$ cat src/rtl/wt_cache_pkg.sv
// Shared write-through cache definitions: L1.5 message types, chunk size codes,
// store-split FSM states and the lane replication helper.
package wt_cache_pkg;

  typedef enum logic [4:0] {
    L15_LOAD_RQ   = 5'b00000,
    L15_STORE_RQ  = 5'b00001,
    L15_ATOMIC_RQ = 5'b00110,
    L15_IMISS_RQ  = 5'b10000
  } l15_reqtypes_t;

  typedef enum logic [3:0] {
    L15_LOAD_RET = 4'b0000,
    L15_ST_ACK   = 4'b0100,
    L15_INT_RET  = 4'b0111,
    L15_EVICT_REQ = 4'b0011
  } l15_rtrntypes_t;

  localparam logic [2:0] L15_SIZE_BYTE  = 3'b000;
  localparam logic [2:0] L15_SIZE_HWORD = 3'b001;
  localparam logic [2:0] L15_SIZE_WORD  = 3'b010;
  localparam logic [2:0] L15_SIZE_DWORD = 3'b011;

  typedef enum logic {
    SPLIT_IDLE,
    SPLIT_SEND
  } wt_st_split_state_t;

  // Chunk sits at bit 0 of data; callers narrower than 64 bits truncate the result.
  function automatic logic [63:0] repData(input logic [63:0] data, input logic [2:0] size);
    logic [63:0] rep;
    case (size)
      L15_SIZE_BYTE:  rep = {8{data[7:0]}};
      L15_SIZE_HWORD: rep = {4{data[15:0]}};
      L15_SIZE_WORD:  rep = {2{data[31:0]}};
      default:        rep = data;
    endcase
    return rep;
  endfunction

endpackage

$ cat src/rtl/wt_store_chunk_sel.sv
// Picks the next L1.5-legal chunk from the remaining byte enables: the largest
// naturally aligned, fully enabled span starting at the lowest enabled byte.
module wt_store_chunk_sel #(
  parameter int BE_W = 8
) (
  input  logic [BE_W-1:0]         rem_be,
  output logic [$clog2(BE_W)-1:0] offset,
  output logic [2:0]              size,
  output logic [BE_W-1:0]         chunk_be
);
  localparam int OFF_W = $clog2(BE_W);

  logic            found;
  logic [BE_W-1:0] cand;
  int              off_int;
  int              span;

  always_comb begin
    offset   = '0;
    found    = 1'b0;
    off_int  = 0;
    span     = 1;
    cand     = '0;
    size     = 3'd0;
    chunk_be = '0;
    for (int i = 0; i < BE_W; i++) begin
      if (!found && rem_be[i]) begin
        offset  = OFF_W'(i);
        off_int = i;
        found   = 1'b1;
      end
    end
    // Legality shrinks monotonically with span, so the last passing span is the largest.
    for (int s = 0; s <= OFF_W; s++) begin
      span = 1 << s;
      for (int b = 0; b < BE_W; b++) begin
        cand[b] = (b >= off_int) && (b < off_int + span);
      end
      if (found && (off_int % span == 0) && ((rem_be & cand) == cand)) begin
        size     = 3'(s);
        chunk_be = cand;
      end
    end
  end

endmodule

$ cat src/rtl/wt_l15_store_splitter.sv
// Splits one byte-enabled store into aligned L1.5 store chunks, each tagged with
// a transaction ID from a pool that ack returns free again.
module wt_l15_store_splitter
  import wt_cache_pkg::*;
#(
  parameter int DATA_W = 64,
  parameter int TID_W  = 3,
  parameter int ADDR_W = 40
) (
  input  logic                   clk_i,
  input  logic                   rst_i,
  input  logic                   st_val_i,
  output logic                   st_rdy_o,
  input  logic [ADDR_W-1:0]      st_addr_i,
  input  logic [DATA_W-1:0]      st_data_i,
  input  logic [DATA_W/8-1:0]    st_be_i,
  input  logic                   st_nc_i,
  output logic                   l15_val_o,
  input  logic                   l15_header_ack_i,
  output logic [ADDR_W-1:0]      l15_addr_o,
  output logic [DATA_W-1:0]      l15_data_o,
  output logic [2:0]             l15_size_o,
  output logic [TID_W-1:0]       l15_tid_o,
  output logic                   l15_nc_o,
  input  logic                   ack_val_i,
  input  logic [TID_W-1:0]       ack_tid_i,
  output logic                   idle_o,
  output logic [TID_W:0]         outst_o,
  output logic                   err_o
);
  localparam int BE_W   = DATA_W / 8;
  localparam int OFF_W  = $clog2(BE_W);
  localparam int NUM_TX = 2 ** TID_W;

  wt_st_split_state_t state_q, state_d;
  logic [ADDR_W-1:0]  addr_q;
  logic [DATA_W-1:0]  data_q;
  logic [BE_W-1:0]    rem_be_q;
  logic               nc_q;
  logic [NUM_TX-1:0]  bitmap_q, bitmap_d;
  logic               err_q;

  logic [OFF_W-1:0]   chunk_off;
  logic [2:0]         chunk_size;
  logic [BE_W-1:0]    chunk_be;
  logic               free_found;
  logic [TID_W-1:0]   free_tid;
  logic               accept, fire, ack_hit;
  logic [TID_W:0]     count;
  logic               addr_lsb_unused;

  wt_store_chunk_sel #(.BE_W(BE_W)) u_chunk_sel (
    .rem_be   (rem_be_q),
    .offset   (chunk_off),
    .size     (chunk_size),
    .chunk_be (chunk_be)
  );

  assign addr_lsb_unused = ^st_addr_i[OFF_W-1:0];

  always_comb begin
    free_found = 1'b0;
    free_tid   = '0;
    for (int i = NUM_TX - 1; i >= 0; i--) begin
      if (!bitmap_q[i]) begin
        free_found = 1'b1;
        free_tid   = TID_W'(i);
      end
    end
  end

  always_comb begin
    count = '0;
    for (int i = 0; i < NUM_TX; i++) begin
      count = count + {{TID_W{1'b0}}, bitmap_q[i]};
    end
  end

  assign st_rdy_o   = (state_q == SPLIT_IDLE);
  assign accept     = st_val_i & st_rdy_o;
  assign l15_val_o  = (state_q == SPLIT_SEND) & free_found;
  assign fire       = l15_val_o & l15_header_ack_i;
  assign l15_addr_o = addr_q | ADDR_W'(chunk_off);
  assign l15_size_o = chunk_size;
  assign l15_tid_o  = free_tid;
  assign l15_nc_o   = nc_q;
  assign l15_data_o = DATA_W'(repData(64'(data_q >> {chunk_off, 3'b000}), chunk_size));
  assign ack_hit    = ack_val_i & bitmap_q[ack_tid_i];
  assign idle_o     = st_rdy_o & ~|bitmap_q;
  assign outst_o    = count;
  assign err_o      = err_q;

  // Allocation looks at the pre-edge bitmap, so a TID freed this cycle is only reusable next cycle.
  always_comb begin
    bitmap_d = bitmap_q;
    if (ack_hit) bitmap_d[ack_tid_i] = 1'b0;
    if (fire)    bitmap_d[free_tid]  = 1'b1;
  end

  always_comb begin
    state_d = state_q;
    case (state_q)
      SPLIT_IDLE: if (accept && st_be_i != '0) state_d = SPLIT_SEND;
      SPLIT_SEND: if (fire && (rem_be_q & ~chunk_be) == '0) state_d = SPLIT_IDLE;
      default:    state_d = SPLIT_IDLE;
    endcase
  end

  always_ff @(posedge clk_i) begin
    if (rst_i) state_q <= SPLIT_IDLE;
    else       state_q <= state_d;
  end

  always_ff @(posedge clk_i) begin
    if (rst_i) begin
      addr_q   <= '0;
      data_q   <= '0;
      rem_be_q <= '0;
      nc_q     <= 1'b0;
      bitmap_q <= '0;
      err_q    <= 1'b0;
    end else begin
      if (accept) begin
        addr_q   <= {st_addr_i[ADDR_W-1:OFF_W], {OFF_W{1'b0}}};
        data_q   <= st_data_i;
        rem_be_q <= st_be_i;
        nc_q     <= st_nc_i;
      end else if (fire) begin
        rem_be_q <= rem_be_q & ~chunk_be;
      end
      bitmap_q <= bitmap_d;
      if (ack_val_i && !bitmap_q[ack_tid_i]) err_q <= 1'b1;
    end
  end

endmodule

$ cat config.mk
export PLATFORM = sky130hd
export DESIGN_NAME = wt_l15_store_splitter
export DESIGN_NICKNAME = d
export VERILOG_FILES = /design/src/rtl/wt_cache_pkg.sv /design/src/rtl/wt_store_chunk_sel.sv /design/src/rtl/wt_l15_store_splitter.sv
export SDC_FILE = /design/constraint.sdc
export NUM_CORES = 1
export LEC_CHECK = 0
export BUFFER_PORTS_ARGS = -buffer_cell sky130_fd_sc_hd__buf_2
export CORE_MARGIN = 2
export CORE_UTILIZATION = 54
export CTS_BUF_LIST = sky130_fd_sc_hd__clkbuf_8
export DETAILED_ROUTE_END_ITERATION = 8
export HOLD_SLACK_MARGIN = 0.15
export PLACE_DENSITY = 0.83
export SLEW_MARGIN = 20
export SYNTH_ARGS = -nofsm -noshare
export SYNTH_HDL_FRONTEND = slang
export SYNTH_HIERARCHICAL = 1
export SYNTH_SLANG_ARGS = --single-unit
$ cat constraint.sdc
create_clock -name clk_i -period 6.8 [get_ports clk_i]
set_clock_uncertainty 0.2 [all_clocks]
set_input_delay 0.68 -clock clk_i [delete_from_list [all_inputs] [get_ports clk_i]]
set_output_delay 0.68 -clock clk_i [all_outputs]
set_load 0.05 [all_outputs]
; ---- Word-level counts from Yosys, hierarchy flattened
; Cells that the tools add are included.
[word_totals]
ff_bits = 120
wordCells = 217
[op_classes]
n_reduce_logical = 70
n_lt_le_gt_ge = 44
shift = 1
n_bitwise = 19
n_eq_ne = 6
addsub = 11
n_mux = 59
[op_table]
columns = cell, n
row1 = 4-bit by 32-bit < comparator with 1-bit output (first input constant), 16
row2 = 3-bit by 32-bit < comparator with 1-bit output (first input constant), 8
row3 = 64-bit one-hot mux with 3 select lines, 1
row4 = 1-bit by 32-bit < comparator with 1-bit output (first input constant), 4
row5 = 2-bit by 32-bit < comparator with 1-bit output (first input constant), 4
row6 = 32-bit zero test, 3
row7 = 8-bit two-way mux, 8
row8 = 64-bit by 6-bit right shift with 64-bit output, 1
row9 = 1-bit logical AND, 51
row10 = 8-bit bitwise AND, 6
row11 = 3-bit two-way mux, 16
row12 = 40-bit by 3-bit bitwise OR with 40-bit output, 1
row13 = 8-bit == test, 4
row14 = 1-bit two-way mux, 24
row15 = 4-bit by 1-bit adder with 4-bit output, 4
row16 = 8-bit NOT, 2
row17 = 3-bit >= comparator (first input constant), 4
row18 = 2-bit two-way mux, 6
row19 = 1-bit zero test, 9
row20 = 8-bit zero test, 1
row21 = 3-bit by 4-bit < comparator with 1-bit output (second input constant), 2
row22 = 8-bit bitwise OR, 1
row23 = 8-bit nonzero test, 1
row24 = 8-bit OR reduction, 1
row25 = other kinds (22), 32

; ---- Depth between registers and ports, before layout
[depth]
depth_word = 38
depth_mapped = 20
depth_no_buf = 18

; ---- Cells and area by module
; The synthesis kept the hierarchy.
[modules_own_cells]
columns = module, instances, area_each_um2, cells_per_inst
row1 = wt_l15_store_splitter, 1, 7195.7, 951
row2 = wt_store_chunk_sel, 1, 1066.0, 163

; ---- Worst setup path after synthesis
; OpenSTA, ideal clock, no wires.
[synth_path]
path_type = reg-to-output
from = register rem_be_q[7]
to = output l15_data_o[50]
arrival_time_ps = 6307
stages_incl_launch_ff = 17
setup_slack_ps = -387
path_cell_list = dfxtp_1 -> nor2_1 -> o31ai_1 -> and2_1 -> inv_1 -> ha_1 -> ha_1 -> nor2b_1 -> a2bb2oi_1 -> nor3_1 -> nand4_1 -> clkbuf_1 -> o21ai_0 -> a21oi_1 -> nor2_2 -> nand2_1 -> o221ai_1
[synth_via]
elab_chain_len = 13
word_cells_on_any_way = 91
classes_between = add/sub (3) / order compare (32) / eq/ne (5) / shift (1) / mux (7) / bitwise (6) / reduce/logical (37)
[synth_rtl]
columns = item, line
row1 = from (decl), wt_l15_store_splitter.sv:38  ; logic [BE_W-1:0] rem_be_q;
row2 = from (signal assigned), wt_l15_store_splitter.sv:126  ; rem_be_q <= st_be_i;
row3 = from (signal assigned), wt_l15_store_splitter.sv:129  ; rem_be_q <= rem_be_q & ~chunk_be;
row4 = 1-bit logical AND, wt_store_chunk_sel.sv:27  ; if (!found && rem_be[i]) begin
row5 = 3-bit two-way mux, wt_store_chunk_sel.sv:27
row6 = 3-bit by 2-bit adder with 4-bit output, wt_store_chunk_sel.sv:37  ; cand[b] = (b >= off_int) && (b < off_int + span);
row7 = "1-bit by 32-bit < comparator with 1-bit output, or another cell as far along", wt_store_chunk_sel.sv:37
row8 = 1-bit logical AND, wt_store_chunk_sel.sv:37
row9 = 8-bit bitwise AND, wt_store_chunk_sel.sv:39  ; if (found && (off_int % span == 0) && ((rem_be & cand) == cand)) begin
row10 = 8-bit == test, wt_store_chunk_sel.sv:39
row11 = 1-bit logical AND, wt_store_chunk_sel.sv:39
row12 = 1-bit two-way mux, wt_store_chunk_sel.sv:39
row13 = 2-bit two-way mux, wt_store_chunk_sel.sv:39
row14 = 2-bit two-way mux *, wt_store_chunk_sel.sv:39
row15 = named net l15_size_o[0], wt_l15_store_splitter.sv:22  ; output logic [2:0] l15_size_o,
row16 = "3-bit by 2-bit == test with 1-bit output, or another cell as far along", wt_cache_pkg.sv:32  ; case (size)
row17 = 64-bit one-hot mux with 3 select lines *, wt_cache_pkg.sv:32
row18 = to (decl), wt_l15_store_splitter.sv:21  ; output logic [DATA_W-1:0] l15_data_o,
; Mark *: on every way through the listed nets, which the timed path passes. The rest lies on a longest branch.

; ---- Worst setup path in the final report
[layout_path]
from = register rem_be_q[3]
to = output l15_data_o[39]
[layout_via]
elab_chain_len = 25
word_cells_on_any_way = 111
classes_between = add/sub (3) / order compare (32) / eq/ne (5) / shift (1) / mux (19) / bitwise (6) / reduce/logical (45)
[layout_rtl]
columns = item, line
row1 = 1-bit logical AND, wt_store_chunk_sel.sv:27
row2 = 1-bit two-way mux, wt_store_chunk_sel.sv:27
row3 = 1-bit zero test, wt_store_chunk_sel.sv:27
row4 = 1-bit logical AND, wt_store_chunk_sel.sv:27
row5 = 1-bit two-way mux, wt_store_chunk_sel.sv:27
row6 = 1-bit zero test, wt_store_chunk_sel.sv:27
row7 = 1-bit logical AND, wt_store_chunk_sel.sv:27
row8 = 1-bit two-way mux, wt_store_chunk_sel.sv:27
row9 = (+8 left out), --
row10 = 1-bit logical AND, wt_store_chunk_sel.sv:37
row11 = 8-bit bitwise AND, wt_store_chunk_sel.sv:39
row12 = 8-bit == test, wt_store_chunk_sel.sv:39
row13 = 1-bit logical AND, wt_store_chunk_sel.sv:39
row14 = 1-bit two-way mux, wt_store_chunk_sel.sv:39
row15 = 2-bit two-way mux (2 in series), wt_store_chunk_sel.sv:39
row16 = "3-bit by 2-bit == test with 1-bit output, or another cell as far along", wt_cache_pkg.sv:32
row17 = 64-bit one-hot mux with 3 select lines *, wt_cache_pkg.sv:32
; Mark *: on every way between the ends. The rest lies on a longest branch, timed or not.

==> results.sh <==
export IMPL_hold_slack_ns=0.2531
export IMPL_synth_top_area_share=0.2908
export IMPL_gp_congestion=0.9792
export IMPL_arrival_ns=5.39
export IMPL_cts_inserted_buffers=17
export IMPL_ctsResizeCount=0
export IMPL_track_usage=0.3113
export IMPL_dr_pass1_iters=6
export IMPL_finalHoldViolCount=0
export IMPL_cp_top_family="simple AND/OR/NAND/NOR gates"
export IMPL_clockBufferDepth=2
export IMPL_rsz0062_at_grt="false"
export IMPL_grt_pass1_wl_um=40250
export IMPL_fp_dieH_um=127.7
export IMPL_root_buffer="clkbuf_8"
export IMPL_timing_setup_tns_ns=0
export IMPL_die_x_um=127.7
export IMPL_hold_start="addr_q[28]"
export IMPL_worst_path_buf_inv=2
export IMPL_required_ns=5.92
export IMPL_slew_viol_final=0
export IMPL_tightest_slew_ns=1.134
export IMPL_cts_setup_buffers=0
export IMPL_setup_viol=0
export IMPL_synthesis_nets=1259
export IMPL_rr_startpoint="rem_be_q[3]"
export IMPL_insertion_delay_ns=0.43
export IMPL_yosysWarnings=6
export IMPL_cts_sinks=120
export IMPL_cp_slowest_cell="or4_4"
export IMPL_dpl_hpwl_um=19810
export IMPL_drtIter0Drc=930
export IMPL_synth_area_per_cell_um2=7.416
export IMPL_drive_gt1_frac=0.2639
export IMPL_fmax_ghz=0.1596
export IMPL_startpoint="rem_be_q[3]"
export IMPL_power_leakage_uw=0.004208
export IMPL_start_kind="flip-flop"
export IMPL_antenna_left=0
export IMPL_critPathKind="reg2out"
export IMPL_syn_inst=1114
export IMPL_core_area_um2=15090
export IMPL_antenna_found_initial=3
export IMPL_port_buffers=235
export IMPL_relSlewSlack=0.2442
export IMPL_area_growth_syn_to_layout_pct=17.76
export IMPL_synth_area_um2=8262
export IMPL_post_drt_wl_per_cell_um=17.58
export IMPL_drc=0
export IMPL_cts_tree="done"
export IMPL_drt_wl_total_um=26440
export IMPL_synth_ff_type="dfxtp_1"
export IMPL_pin_count=240
export IMPL_ys_seq_area_frac=0.2908
export IMPL_path_common_cell="nor2_1"
export IMPL_synth_cell_types=84
export IMPL_synth_area_leaders="dfxtp_1 29%, nand2_1 13%, a21oi_1 10%"
export IMPL_ir_drop_mv=0.1707
export IMPL_slowest_delay_ns=0.57
export IMPL_cp_max_fo=12
export IMPL_yosys_register_bits=120
export IMPL_worstSetupEndpointType="output pin"
export IMPL_period_minus_slack_ns=6.266
export IMPL_synth_edf_count=0
export IMPL_grt_max_degree=108
export IMPL_min_period_over_period=0.9214
export IMPL_start_util=0.5475
export IMPL_cts_hold_buf=0
export IMPL_finalInstanceArea_um2=9729
export IMPL_vias=8890
export IMPL_fin_cells=1504
export IMPL_overflow=0
export IMPL_rows=45
export IMPL_num_nets_final=1447
export IMPL_status="complete, no violations"
export IMPL_power_per_cell_area_nw_per_um2=258.4
export IMPL_viasPerCell=5.911
export IMPL_htreeDepth=4
export IMPL_synth_top_cell_by_area="dfxtp_1"
export IMPL_maxCapViolations=0
export IMPL_worstPathCellList="nor4_4, and4_2, or2_4, inv_1, ha_1, o31a_1, a31oi_1, nor2_1, or4_4, nor2_1, o21ai_1, a21oi_1, nand2_1, o22ai_1, buf_2"
export IMPL_dieArea_um2=16300
export IMPL_hold_path_class="reg2reg"
export IMPL_first_global_vias=7690
export IMPL_placed_cells=1471
export IMPL_place_area_um2=9374
export IMPL_clkTransAtPathRegs_ns=0.08
export IMPL_synthArstFlopShare=0
layout by cell type (no fill, tap or decap), types with 4 or more instances in the layout:
master and instances:
a31oi_1 6, mux2_4 12, inv_1 36, buf_4 13
nand2b_1 9, clkbuf_8 17, nand2_1 285, buf_2 234
o221ai_1 16, nor3_1 8, a21oi_1 169, a2bb2oi_1 16
o22ai_1 13, a22oi_1 8, a211oi_1 4, mux2i_1 46
fa_1 4, o211ai_1 23, dfxtp_1 120, o21ai_0 29
nand3b_1 7, nor4_1 7, inv_6 6, nor2b_1 8
mux2_2 12, clkinvlp_4 4, nand3_1 12, o21ai_1 11
nor2_1 72, mux2i_4 9, ha_1 20, nand2_2 8
tightest hold or removal path: cells and delay by family, from the launching register on:
| kind | cells | cell delay [ns] |
|---|---|---|
| AOI/OAI and AO/OA | 1 | 0.05 |
| DFF | 1 | 0.31 |
| and+or+nand+nor | 1 | 0.05 |
cell type report:
type | count | area [µm²]
diodes | 1 | 2.502
clock buffers | 17 | 234.0
clock inverters | 15 | 118.9
fillers | 1407 | 5360
inverters | 39 | 147.6
multi-input cells | 877 | 5320
flip-flops and latches | 120 | 2402
well taps | 188 | 235.2
repair buffers | 247 | 1269
layer usage:
layer  vias to the layer above  part of all wire  global-route usage
met5                         -           0.00042                   0
met4                         2             0.023             0.08597
met3                        45             0.099             0.07888
met2                       493              0.45              0.4913
met1                      4083              0.43              0.4250
li1                       4267                 -                   -
state kept, by name (all words and copies together), names as in the netlist:
signal and cells:
bitmap_q 8, data_q 64, addr_q 37, state_q 1
err_o 1, l15_nc_o 1, rem_be_q 8
report_power, final:
group	total, µW	switching [µW]	internal (µW)
sequential	787	41.7	745
combinational	1160	818	343
clock	566	309	258
total	2510	1170	1350
Yosys cell counts, drive strengths merged, types with 6 or more instances:
| cell type | number |
|---|---|
| o211ai | 23 |
| nor4 | 9 |
| dfxtp | 120 |
| nand2b | 9 |
| nor2b | 9 |
| a22oi | 8 |
| inv | 38 |
| o21ai | 41 |
| nand2 | 294 |
| a31oi | 6 |
| a21oi | 170 |
| buf | 32 |
| mux2i | 58 |
| nand3 | 12 |
| o221ai | 16 |
| nor2 | 74 |
| clkbuf | 46 |
| mux2 | 24 |
| nor3 | 8 |
| a2bb2oi | 16 |
| o22ai | 13 |
| ha | 20 |
| nand3b | 7 |
path summary, 6_finish.rpt:
check | cells past startpoint | slack, ns | to
worst min-delay path | 2 | 0.25 | addr_q[28]
worst max register to register | 17 | 1.09 | state_q
worst max-delay path | 15 | 0.53 | l15_data_o[39]
worst min register to register | 2 | 0.25 | addr_q[28]
kinds of logic (layout without fill, tap and decap cells):
logic type      count (synthesis)  after routing  synth area share
compound gates                318            318            0.2326
xor+xnor                        3              3          0.003181
fa+ha+maj                      24             24           0.03998
buf+inv                       117            318           0.06739
flops                         120            120            0.2908
mux                            84             84            0.1289
other cells                     1              2         0.0004539
simple gates                  447            447            0.2367
stage by stage:
step	utilization	setup WS [ns]	total power, µW
after floorplan	-	0.2937	1685
after global routing	0.6448	0.3567	2628
after CTS	0.6446	0.6757	2505
final	0.6448	0.5343	2514
after detailed placement	0.6212	1.168	1938
after global placement	0.6212	1.190	1932
(Power assumes the default switching activity.)
